`src/rtl/reg_cmd_pkg.sv`:
```
// Shared types and constants for the register-file command controller.
// REG_CMD_WR_ACK_EN adds the TX_ACK state used to acknowledge writes.
package reg_cmd_pkg;

  localparam int BYTE_W = 8;

  localparam logic [BYTE_W-1:0] DEF_WR_CMD = 8'hAA;
  localparam logic [BYTE_W-1:0] DEF_RD_CMD = 8'hBB;
  localparam logic [BYTE_W-1:0] ACK_BYTE   = 8'h5A;

  typedef enum logic [3:0] {
    ST_IDLE,
    ST_WR_ADDR,
    ST_WR_DLO,
    ST_WR_DHI,
    ST_WR_ISSUE,
    ST_RD_ADDR,
    ST_RD_ISSUE,
    ST_RD_WAIT,
    ST_TX_LO,
`ifdef REG_CMD_WR_ACK_EN
    ST_TX_HI,
    ST_TX_ACK
`else
    ST_TX_HI
`endif
  } state_e;

  // An address byte is legal only if every bit above the address field is zero.
  function automatic logic addr_in_range(input logic [BYTE_W-1:0] b, input int aw);
    return (b >> aw) == '0;
  endfunction

endpackage

```
`src/rtl/reg_cmd_tx_sender.sv`:
```
// Sends one or two bytes of a word (LSB first) over the TX_D_VLD/TX_BUSY handshake.
// o_done pulses in the cycle whose rising edge accepts the final byte.
module reg_cmd_tx_sender
  import reg_cmd_pkg::*;
(
  input  logic                clk,
  input  logic                rst_n,
  input  logic                i_load,
  input  logic [1:0]          i_nbytes,
  input  logic [2*BYTE_W-1:0] i_word,
  input  logic                i_tx_busy,
  output logic [BYTE_W-1:0]   o_tx_data,
  output logic                o_tx_vld,
  output logic                o_done
);

  logic r_vld;
  logic r_idx;
  logic r_last;
  logic w_accept;

  assign w_accept  = r_vld & ~i_tx_busy;
  assign o_done    = w_accept & (r_idx == r_last);
  assign o_tx_vld  = r_vld;
  // The word is read live: the parent holds it still for the whole transfer.
  assign o_tx_data = r_idx ? i_word[2*BYTE_W-1:BYTE_W] : i_word[BYTE_W-1:0];

  always_ff @(posedge clk or negedge rst_n) begin
    if (!rst_n) begin
      r_vld  <= 1'b0;
      r_idx  <= 1'b0;
      r_last <= 1'b0;
    end else if (i_load) begin
      r_vld  <= 1'b1;
      r_idx  <= 1'b0;
      r_last <= (i_nbytes == 2'd2);
    end else if (w_accept) begin
      if (o_done) r_vld <= 1'b0;
      else        r_idx <= 1'b1;
    end
  end

endmodule

```
`src/rtl/reg_cmd_ctrl.sv`:
```
// Decodes UART write/read frames into register-file strobes; read data goes back LSB first.
// Define REG_CMD_WR_ACK_EN to answer every completed write with the byte ACK_BYTE.
//
// state       | meaning
// IDLE        | waiting for an opcode byte
// WR_ADDR     | waiting for the write address byte
// WR_DLO      | waiting for write data bits 7:0
// WR_DHI      | waiting for write data bits 15:8
// WR_ISSUE    | WrEn high for one cycle
// RD_ADDR     | waiting for the read address byte
// RD_ISSUE    | RdEn high for one cycle
// RD_WAIT     | counting down the register file read latency
// TX_LO/TX_HI | returning read data, low byte then high byte
// TX_ACK      | returning the write acknowledge byte (optional)
module reg_cmd_ctrl
  import reg_cmd_pkg::*;
#(
  parameter int                DATA_WIDTH = 16,
  parameter int                ADDR_WIDTH = 3,
  parameter logic [BYTE_W-1:0] WR_CMD     = DEF_WR_CMD,
  parameter logic [BYTE_W-1:0] RD_CMD     = DEF_RD_CMD,
  parameter int                RD_LATENCY = 1
) (
  input  logic                  CLK,
  input  logic                  RST,
  input  logic [BYTE_W-1:0]     RX_P_DATA,
  input  logic                  RX_D_VLD,
  output logic                  WrEn,
  output logic                  RdEn,
  output logic [ADDR_WIDTH-1:0] Address,
  output logic [DATA_WIDTH-1:0] WrData,
  input  logic [DATA_WIDTH-1:0] RdData,
  output logic [BYTE_W-1:0]     TX_P_DATA,
  output logic                  TX_D_VLD,
  input  logic                  TX_BUSY,
  output logic                  CMD_ERR,
  output logic                  CTRL_BUSY
);

  localparam int CNT_W = (RD_LATENCY > 1) ? $clog2(RD_LATENCY) : 1;

  state_e                r_state;
  logic [ADDR_WIDTH-1:0] r_addr;
  logic [DATA_WIDTH-1:0] r_wr_data;
  logic [DATA_WIDTH-1:0] r_data;
  logic [CNT_W-1:0]      r_cnt;
  logic                  r_wr_en;
  logic                  r_rd_en;
  logic                  r_cmd_err;

  logic       w_addr_ok;
  logic       w_in_busy_state;
  logic       w_rd_done;
  logic       w_tx_load;
  logic [1:0] w_tx_nbytes;
  logic       w_tx_vld;
  logic       w_tx_done;

  assign w_addr_ok   = addr_in_range(RX_P_DATA, ADDR_WIDTH);
  assign w_rd_done   = (r_state == ST_RD_WAIT) && (r_cnt == '0);
  assign w_tx_nbytes = (r_state == ST_RD_WAIT) ? 2'd2 : 2'd1;

`ifdef REG_CMD_WR_ACK_EN
  assign w_tx_load = w_rd_done | (r_state == ST_WR_ISSUE);
`else
  assign w_tx_load = w_rd_done;
`endif

  // Bytes arriving while a strobe or a TX transfer is in flight are dropped with an error.
  always_comb begin
    w_in_busy_state = 1'b0;
    case (r_state)
      ST_WR_ISSUE, ST_RD_ISSUE, ST_RD_WAIT, ST_TX_LO, ST_TX_HI: w_in_busy_state = 1'b1;
`ifdef REG_CMD_WR_ACK_EN
      ST_TX_ACK: w_in_busy_state = 1'b1;
`endif
      default: w_in_busy_state = 1'b0;
    endcase
  end

  always_ff @(posedge CLK or negedge RST) begin
    if (!RST) begin
      r_state   <= ST_IDLE;
      r_addr    <= '0;
      r_wr_data <= '0;
      r_data    <= '0;
      r_cnt     <= '0;
      r_wr_en   <= 1'b0;
      r_rd_en   <= 1'b0;
      r_cmd_err <= 1'b0;
    end else begin
      r_wr_en   <= 1'b0;
      r_rd_en   <= 1'b0;
      r_cmd_err <= RX_D_VLD & w_in_busy_state;
      case (r_state)
        ST_IDLE: begin
          if (RX_D_VLD) begin
            if (RX_P_DATA == WR_CMD)      r_state <= ST_WR_ADDR;
            else if (RX_P_DATA == RD_CMD) r_state <= ST_RD_ADDR;
            else                          r_cmd_err <= 1'b1;
          end
        end
        ST_WR_ADDR, ST_RD_ADDR: begin
          if (RX_D_VLD) begin
            r_addr <= RX_P_DATA[ADDR_WIDTH-1:0];
            if (!w_addr_ok) begin
              r_cmd_err <= 1'b1;
              r_state   <= ST_IDLE;
            end else if (r_state == ST_WR_ADDR) begin
              r_state <= ST_WR_DLO;
            end else begin
              r_state <= ST_RD_ISSUE;
              r_rd_en <= 1'b1;
            end
          end
        end
        ST_WR_DLO: begin
          if (RX_D_VLD) begin
            r_wr_data[BYTE_W-1:0] <= RX_P_DATA;
            r_state               <= ST_WR_DHI;
          end
        end
        ST_WR_DHI: begin
          if (RX_D_VLD) begin
            r_wr_data[DATA_WIDTH-1:BYTE_W] <= RX_P_DATA;
            r_state                        <= ST_WR_ISSUE;
            r_wr_en                        <= 1'b1;
          end
        end
`ifdef REG_CMD_WR_ACK_EN
        ST_WR_ISSUE: begin
          r_data  <= DATA_WIDTH'(ACK_BYTE);
          r_state <= ST_TX_ACK;
        end
        ST_TX_ACK: if (w_tx_done) r_state <= ST_IDLE;
`else
        ST_WR_ISSUE: r_state <= ST_IDLE;
`endif
        ST_RD_ISSUE: begin
          r_state <= ST_RD_WAIT;
          r_cnt   <= CNT_W'(RD_LATENCY - 1);
        end
        ST_RD_WAIT: begin
          if (r_cnt == '0) begin
            r_data  <= RdData;
            r_state <= ST_TX_LO;
          end else begin
            r_cnt <= r_cnt - CNT_W'(1);
          end
        end
        ST_TX_LO: if (w_tx_vld && !TX_BUSY) r_state <= ST_TX_HI;
        ST_TX_HI: if (w_tx_done) r_state <= ST_IDLE;
        default:  r_state <= ST_IDLE;
      endcase
    end
  end

  reg_cmd_tx_sender u_tx_sender (
    .clk       (CLK),
    .rst_n     (RST),
    .i_load    (w_tx_load),
    .i_nbytes  (w_tx_nbytes),
    .i_word    (r_data),
    .i_tx_busy (TX_BUSY),
    .o_tx_data (TX_P_DATA),
    .o_tx_vld  (w_tx_vld),
    .o_done    (w_tx_done)
  );

  assign WrEn      = r_wr_en;
  assign RdEn      = r_rd_en;
  assign Address   = r_addr;
  assign WrData    = r_wr_data;
  assign TX_D_VLD  = w_tx_vld;
  assign CMD_ERR   = r_cmd_err;
  assign CTRL_BUSY = (r_state != ST_IDLE);

endmodule

```
`config.mk`:
```
export PLATFORM = sky130hd
export DESIGN_NAME = reg_cmd_ctrl
export DESIGN_NICKNAME = d
export VERILOG_FILES = /design/src/rtl/reg_cmd_pkg.sv /design/src/rtl/reg_cmd_tx_sender.sv /design/src/rtl/reg_cmd_ctrl.sv
export SDC_FILE = /design/constraint.sdc
export NUM_CORES = 1
export LEC_CHECK = 0
export CORE_ASPECT_RATIO = 1.5
export CORE_MARGIN = 2
export CORE_UTILIZATION = 47
export CTS_CLUSTER_DIAMETER = 40
export DETAILED_ROUTE_END_ITERATION = 12
export MAX_ROUTING_LAYER = met4
export PLACE_DENSITY = 0.84
export SLEW_MARGIN = 10
export SYNTH_ARGS = -nofsm -noshare
export SYNTH_HDL_FRONTEND = slang
export SYNTH_SLANG_ARGS = --single-unit
```
`constraint.sdc`:
```
create_clock -name CLK -period 4.78 [get_ports CLK]
set_clock_uncertainty 0.1 [all_clocks]
set_input_delay 0.956 -clock CLK [delete_from_list [all_inputs] [get_ports CLK]]
set_output_delay 0.956 -clock CLK [all_outputs]
set_load 0.02 [all_outputs]
```
== After elaboration in Yosys (flattened, before gate mapping) ==
Cells that the tools add are included.

* Bitwise operators: 5
* Multiplexer cells: 35
* Add/sub/neg operators: 1
* Equal/unequal tests: 22
* Reductions and logical operators: 18

{| class="wikitable"
|+ Operators by type and width
! kind !! number
|-
| $mux W4 || 9
|-
| $pmux W4 S8 || 1
|-
| $mux W1 || 19
|-
| $eq A4 B3 Y1 const B || 4
|-
| $eq A8 B8 Y1 const B || 2
|-
| $ne A2 B2 Y1 const B || 6
|-
| $reduce_and A2 Y1 || 6
|-
| $eq A4 B2 Y1 const B || 2
|-
| $eq A4 B4 Y1 const B || 2
|-
| $logic_not A8 Y1 || 1
|-
| $mux W8 || 1
|-
| $reduce_and A8 Y1 || 1
|-
| $mux W3 || 2
|-
| $reduce_bool A2 Y1 || 3
|-
| $reduce_or A5 Y1 || 1
|-
| $eq A4 B1 Y1 const B || 1
|-
| $logic_not A4 Y1 || 1
|-
| $ne A2 B1 Y1 const B || 2
|-
| $pmux W1 S2 || 2
|-
| $reduce_bool A4 Y1 || 1
|-
| $and A1 B1 Y1 || 3
|-
| $ne A3 B3 Y1 const B || 1
|-
| $eq A2 B2 Y1 const B || 1
|-
| $logic_and A1 B1 Y1 || 2
|-
| other kinds (6) || 7
|}

* Output and inout port bits: 32
* Register bits after elaboration: 46
* Input port bits: 28

== Depth between registers and ports, before layout ==
* Word-level depth: 8
* Depth in mapped cells: 5
* Mapped depth without buffers: 4

== Cells and area by module ==
From an unflattened synthesis, not the netlist that was laid out.

* Cell total of the unflattened synthesis: 154
* Area total of the unflattened synthesis: 2,054.5 um^2

{| class="wikitable"
|+ Modules (own cells, without submodules)
! module !! area each (um^2) !! cells each !! instances
|-
| reg_cmd_ctrl || 1,800.5 || 132 || 1
|-
| reg_cmd_tx_sender || 254.0 || 22 || 1
|}

== Worst setup path after synthesis ==
OpenSTA, ideal clock, no wires.

* Path type: input-to-reg
* Start: input RX_P_DATA[6]
* End: register r_state[1]
* Library setup time: 0.126 ns
* Arrival time: 2.109 ns
* Buffers on the path: 0
* Setup slack: 2.445 ns
* Stages: 4
* Cell sequence: and4b_1 > a31oi_4 > or3_1 > a221o_1

* Cells in the longest elaborated chain, start to end: 4
* Elaborated cells between the ends (all ways): 10
* Classes of those cells: 3 x eq/ne; 5 x mux; 2 x reduce/logical

{| class="wikitable"
|+ RTL lines
! what !! RTL line !! RTL
|-
| from (decl) || reg_cmd_ctrl.sv:26 || <nowiki>input logic [BYTE_W-1:0] RX_P_DATA,</nowiki>
|-
| $eq A8 B8 Y1 / $logic_not A8 Y1 (equally long branches) || reg_cmd_ctrl.sv:98, reg_cmd_pkg.sv:31 ||
|-
| $mux W4 / $mux W3 (equally long branches) || reg_cmd_ctrl.sv:98, reg_cmd_ctrl.sv:106 ||
|-
| $mux W4, on equally long branches || reg_cmd_ctrl.sv:97, reg_cmd_ctrl.sv:104 ||
|-
| $pmux W4 S8 || reg_cmd_ctrl.sv:95 || <nowiki>case (r_state)</nowiki>
|-
| to (signal assigned) || reg_cmd_ctrl.sv:98 || <nowiki>if (RX_P_DATA == WR_CMD) r_state <= ST_WR_ADDR;</nowiki>
|-
| to (signal assigned) || reg_cmd_ctrl.sv:99 || <nowiki>else if (RX_P_DATA == RD_CMD) r_state <= ST_RD_ADDR;</nowiki>
|-
| to (signal assigned) || reg_cmd_ctrl.sv:108 || <nowiki>r_state <= ST_IDLE;</nowiki>
|-
| to (decl) || reg_cmd_ctrl.sv:42 || <nowiki>state_e r_state;</nowiki>
|}

Several ways; a longest one is shown, not always the timed one. The select of a mux whose other input is x is not followed.
A chain may end at the register's enable or synchronous reset.

== Final worst setup path ==
* Start: register r_state[2]
* End: output CTRL_BUSY

* Cells in the longest elaborated chain, start to end: 1

{| class="wikitable"
|+ RTL lines
! what !! RTL line !! RTL
|-
| from (signal assigned) || reg_cmd_ctrl.sv:83 || <nowiki>r_state <= ST_IDLE;</nowiki>
|-
| from (signal assigned) || reg_cmd_ctrl.sv:98 ||
|-
| from (signal assigned) || reg_cmd_ctrl.sv:99 ||
|-
| $reduce_bool A4 Y1 || reg_cmd_ctrl.sv:176 || <nowiki>assign CTRL_BUSY = (r_state != ST_IDLE);</nowiki>
|-
| to (decl) || reg_cmd_ctrl.sv:37 || <nowiki>output logic CTRL_BUSY</nowiki>
|}

Every way passes these cells.

==> flow_summary.yaml <==
sta:
  slew_violations: 0
  setup_tns_ps: 0
  min_period_ps: 3070
  min_period_over_period: 0.642
  rsz0062_at_grt: "false"
  hold_viol: 0
  worstMarginPinSlew_ps: 970
  layout_setup_ws_ps: 1710
  setup_viol_count_final: 0
  max-slew-margin-rel: 0.353
  clock.fmax_mhz: 326
cts:
  clockBufferDepth: 2
  cts.clk_slew.worst_paths_ps: 80
  ctsRootBufferMaster: "clkbuf_8"
  clk_latency_ps: 300
  h-tree-depth: 2
  cts_made_buffers: 5
  cts_hold_buf: 0
  cts_sinks: 45
  cts_setup_buffers: 0
  cts_resized: 0
  cts_tree: "done"
power_and_ir_drop:
  clock_power_share: 0.126
  fin_total_pwr_mw: 1.95
  p_leak_nw: 1.13
  power_switching_mw: 0.726
  power.internal_mw: 1.23
  swShare: 0.372
  powerDensity_nw_per_um2: 708
  seqPwrFrac: 0.366
  combPwrFrac: 0.508
  ir_drop_mv: 0.491
setup_path:
  max_stage_delay_ps: 620
  arrival_ps: 2010
  critical_path_class: "reg2out"
  cp_top_family: "simple AND/OR/NAND/NOR gates"
  path_max_fanout: 11
  cp-start-kind: "flip-flop"
  cp-end-kind: "primary output"
  cp_num_buf_inv: 1
  critPathRequiredTime_ps: 3720
  cp_slowest_cell: "or4_4"
  path_cells: "or4_4 -> clkdlybuf4s50_1"
logic_synthesis:
  synth_top_area_frac: 0.548
  synth_area_um2: 2050
  synth_area_leader_cell: "dfrtp_1"
  synth_edf_count: 0
  synthCells: 147
  synth.area.top_cells: "dfrtp_1, mux2_2, a2111oi_4"
  synth.net_count: 175
  ys_ff_latch: 45
  synth_flop_cell: "dfrtp_1"
  yosysMostFrequentCell: "dfrtp_1"
  synth_cell_types: 42
  yosysWarnings: 0
  ys_seq_area_frac: 0.548
  async_reset_ff_frac: 1.00
  avgSynthCellArea_um2: 14.0
  yosys-top-cells-count: "dfrtp_1, mux2_2, nand2_1, buf_2, nor2_1"
floorplan:
  die-area_um2: 4920
  coreArea_um2: 4210
  rows: 29
  initial_core_util: 0.488
  io_pins: 60
  fp.dieW_um: 58.0
  die_height_um: 85.0
global_route:
  grt_pass1_wl_um: 7070
  grt_max_degree: 46
  grt_util_all_layers: 0.191
  grt_pass1_vias: 1558
  overflow: 0
  antenna_found_initial: 0
run_status:
  outcome: "finished clean"
run:
  drv_cap: 0
place:
  place_area_um2: 2660
  placedCellCount: 246
  place_ws_ps: 1840
  io_buffers: 59
  dp_hpwl_um: 3110
  gp_congestion: 0.785
layout:
  syn2layout_area_growth_pct: 34.1
  drive_gt1_frac: 0.293
  finalNonFillerCells: 254
  fillCellCount: 319
  design_area_um2: 2750
  antenna_cells: 0
  fin_nets: 235
route:
  dr.first_iter.drc_count: 67
  drc: 0
  wl_per_cell_um: 17.1
  first_pass_iters: 4
  routed-via-count: 1414
  vias_per_cell: 5.57
  wl_um: 4340
  ant_nets: 0
min_path:
  hp-class: "reg2reg"
==> power groups by stage <==
stage          registers [mW]  logic, mW  clock network, mW
2_1_floorplan           0.756      0.558                  0
3_5_place_dp            0.720      0.991                  0
5_1_grt                 0.743       1.05              0.267
6_report                0.715      0.991              0.245
3_3_place_gp            0.707      0.968                  0
4_1_cts                 0.715       1.00              0.251
==> tightest hold or removal path, stage by stage, from the launching register on <==
cell	delay [ps]
dfrtp_1	370
nand2_1	50
nand2_1	50
==> final timing paths <==
path	endpoint	cells past startpoint	start	slack, ps
worst min-delay path	u_tx_sender.o_tx_vld	2	u_tx_sender.o_tx_vld	400
max in group asynchronous	Address[0]	1	RST	3270
worst max-delay path	CTRL_BUSY	2	r_state[2]	1710
min in group asynchronous	WrEn	1	RST	710
worst max register to register	r_state[0]	4	r_state[1]	2640
worst min register to register	u_tx_sender.o_tx_vld	2	u_tx_sender.o_tx_vld	400
==> layout by cell type (no fill, tap or decap), types with 3 or more instances in the layout <==
cell type and n:
nand2_1 5, o21ai_0 3, mux2_2 43, nor2b_1 3, clkdlybuf4s50_1 58, clkbuf_8 6
nor2_1 4, dfrtp_1 45
==> layer usage <==
metal  global-route usage  share of wire  up-vias
met2                0.332           0.52       72
met1                0.210           0.38      677
met3               0.0503          0.075        7
met5                    -              0        -
met4               0.0613          0.017        0
li1                     -              -      658
==> metrics by stage <==
stage               utilization  hold WS, ps
floorplan                     -          374
finish                    0.654          401
global route              0.654          423
global placement          0.631          381
detailed placement        0.631          386
CTS                       0.654          407
==> sequential cells by signal (all words and copies together) (netlist names) <==
name,count
CMD_ERR,1
u_tx_sender.r_last,1
RdEn,1
r_data,16
u_tx_sender.o_tx_vld,1
WrData,16
u_tx_sender.r_idx,1
WrEn,1
Address,3
r_state,4
==> cell type report <==
type / instances / area, um2 / area share
Sequential cell: 45 / 1130 / 0.409
Inverter: 1 / 3.75 / 0.00136
Timing Repair Buffer: 59 / 586 / 0.213
Clock buffer: 6 / 82.6 / 0.0300
Multi-Input combinational cell: 95 / 885 / 0.321
Tap cell: 46 / 57.6 / 0.0209
Clock inverter: 2 / 13.8 / 0.00500
==> logic make-up after synthesis <==
| family | Yosys count | share of synthesized area |
|---|---|---|
| buf+inv | 7 | 0.0207 |
| compound gates | 17 | 0.0817 |
| simple gates | 31 | 0.0908 |
| flops | 45 | 0.548 |
| mux | 45 | 0.246 |
| xor+xnor | 2 | 0.0122 |
No activity file was read; power rests on OpenSTA's default activity.
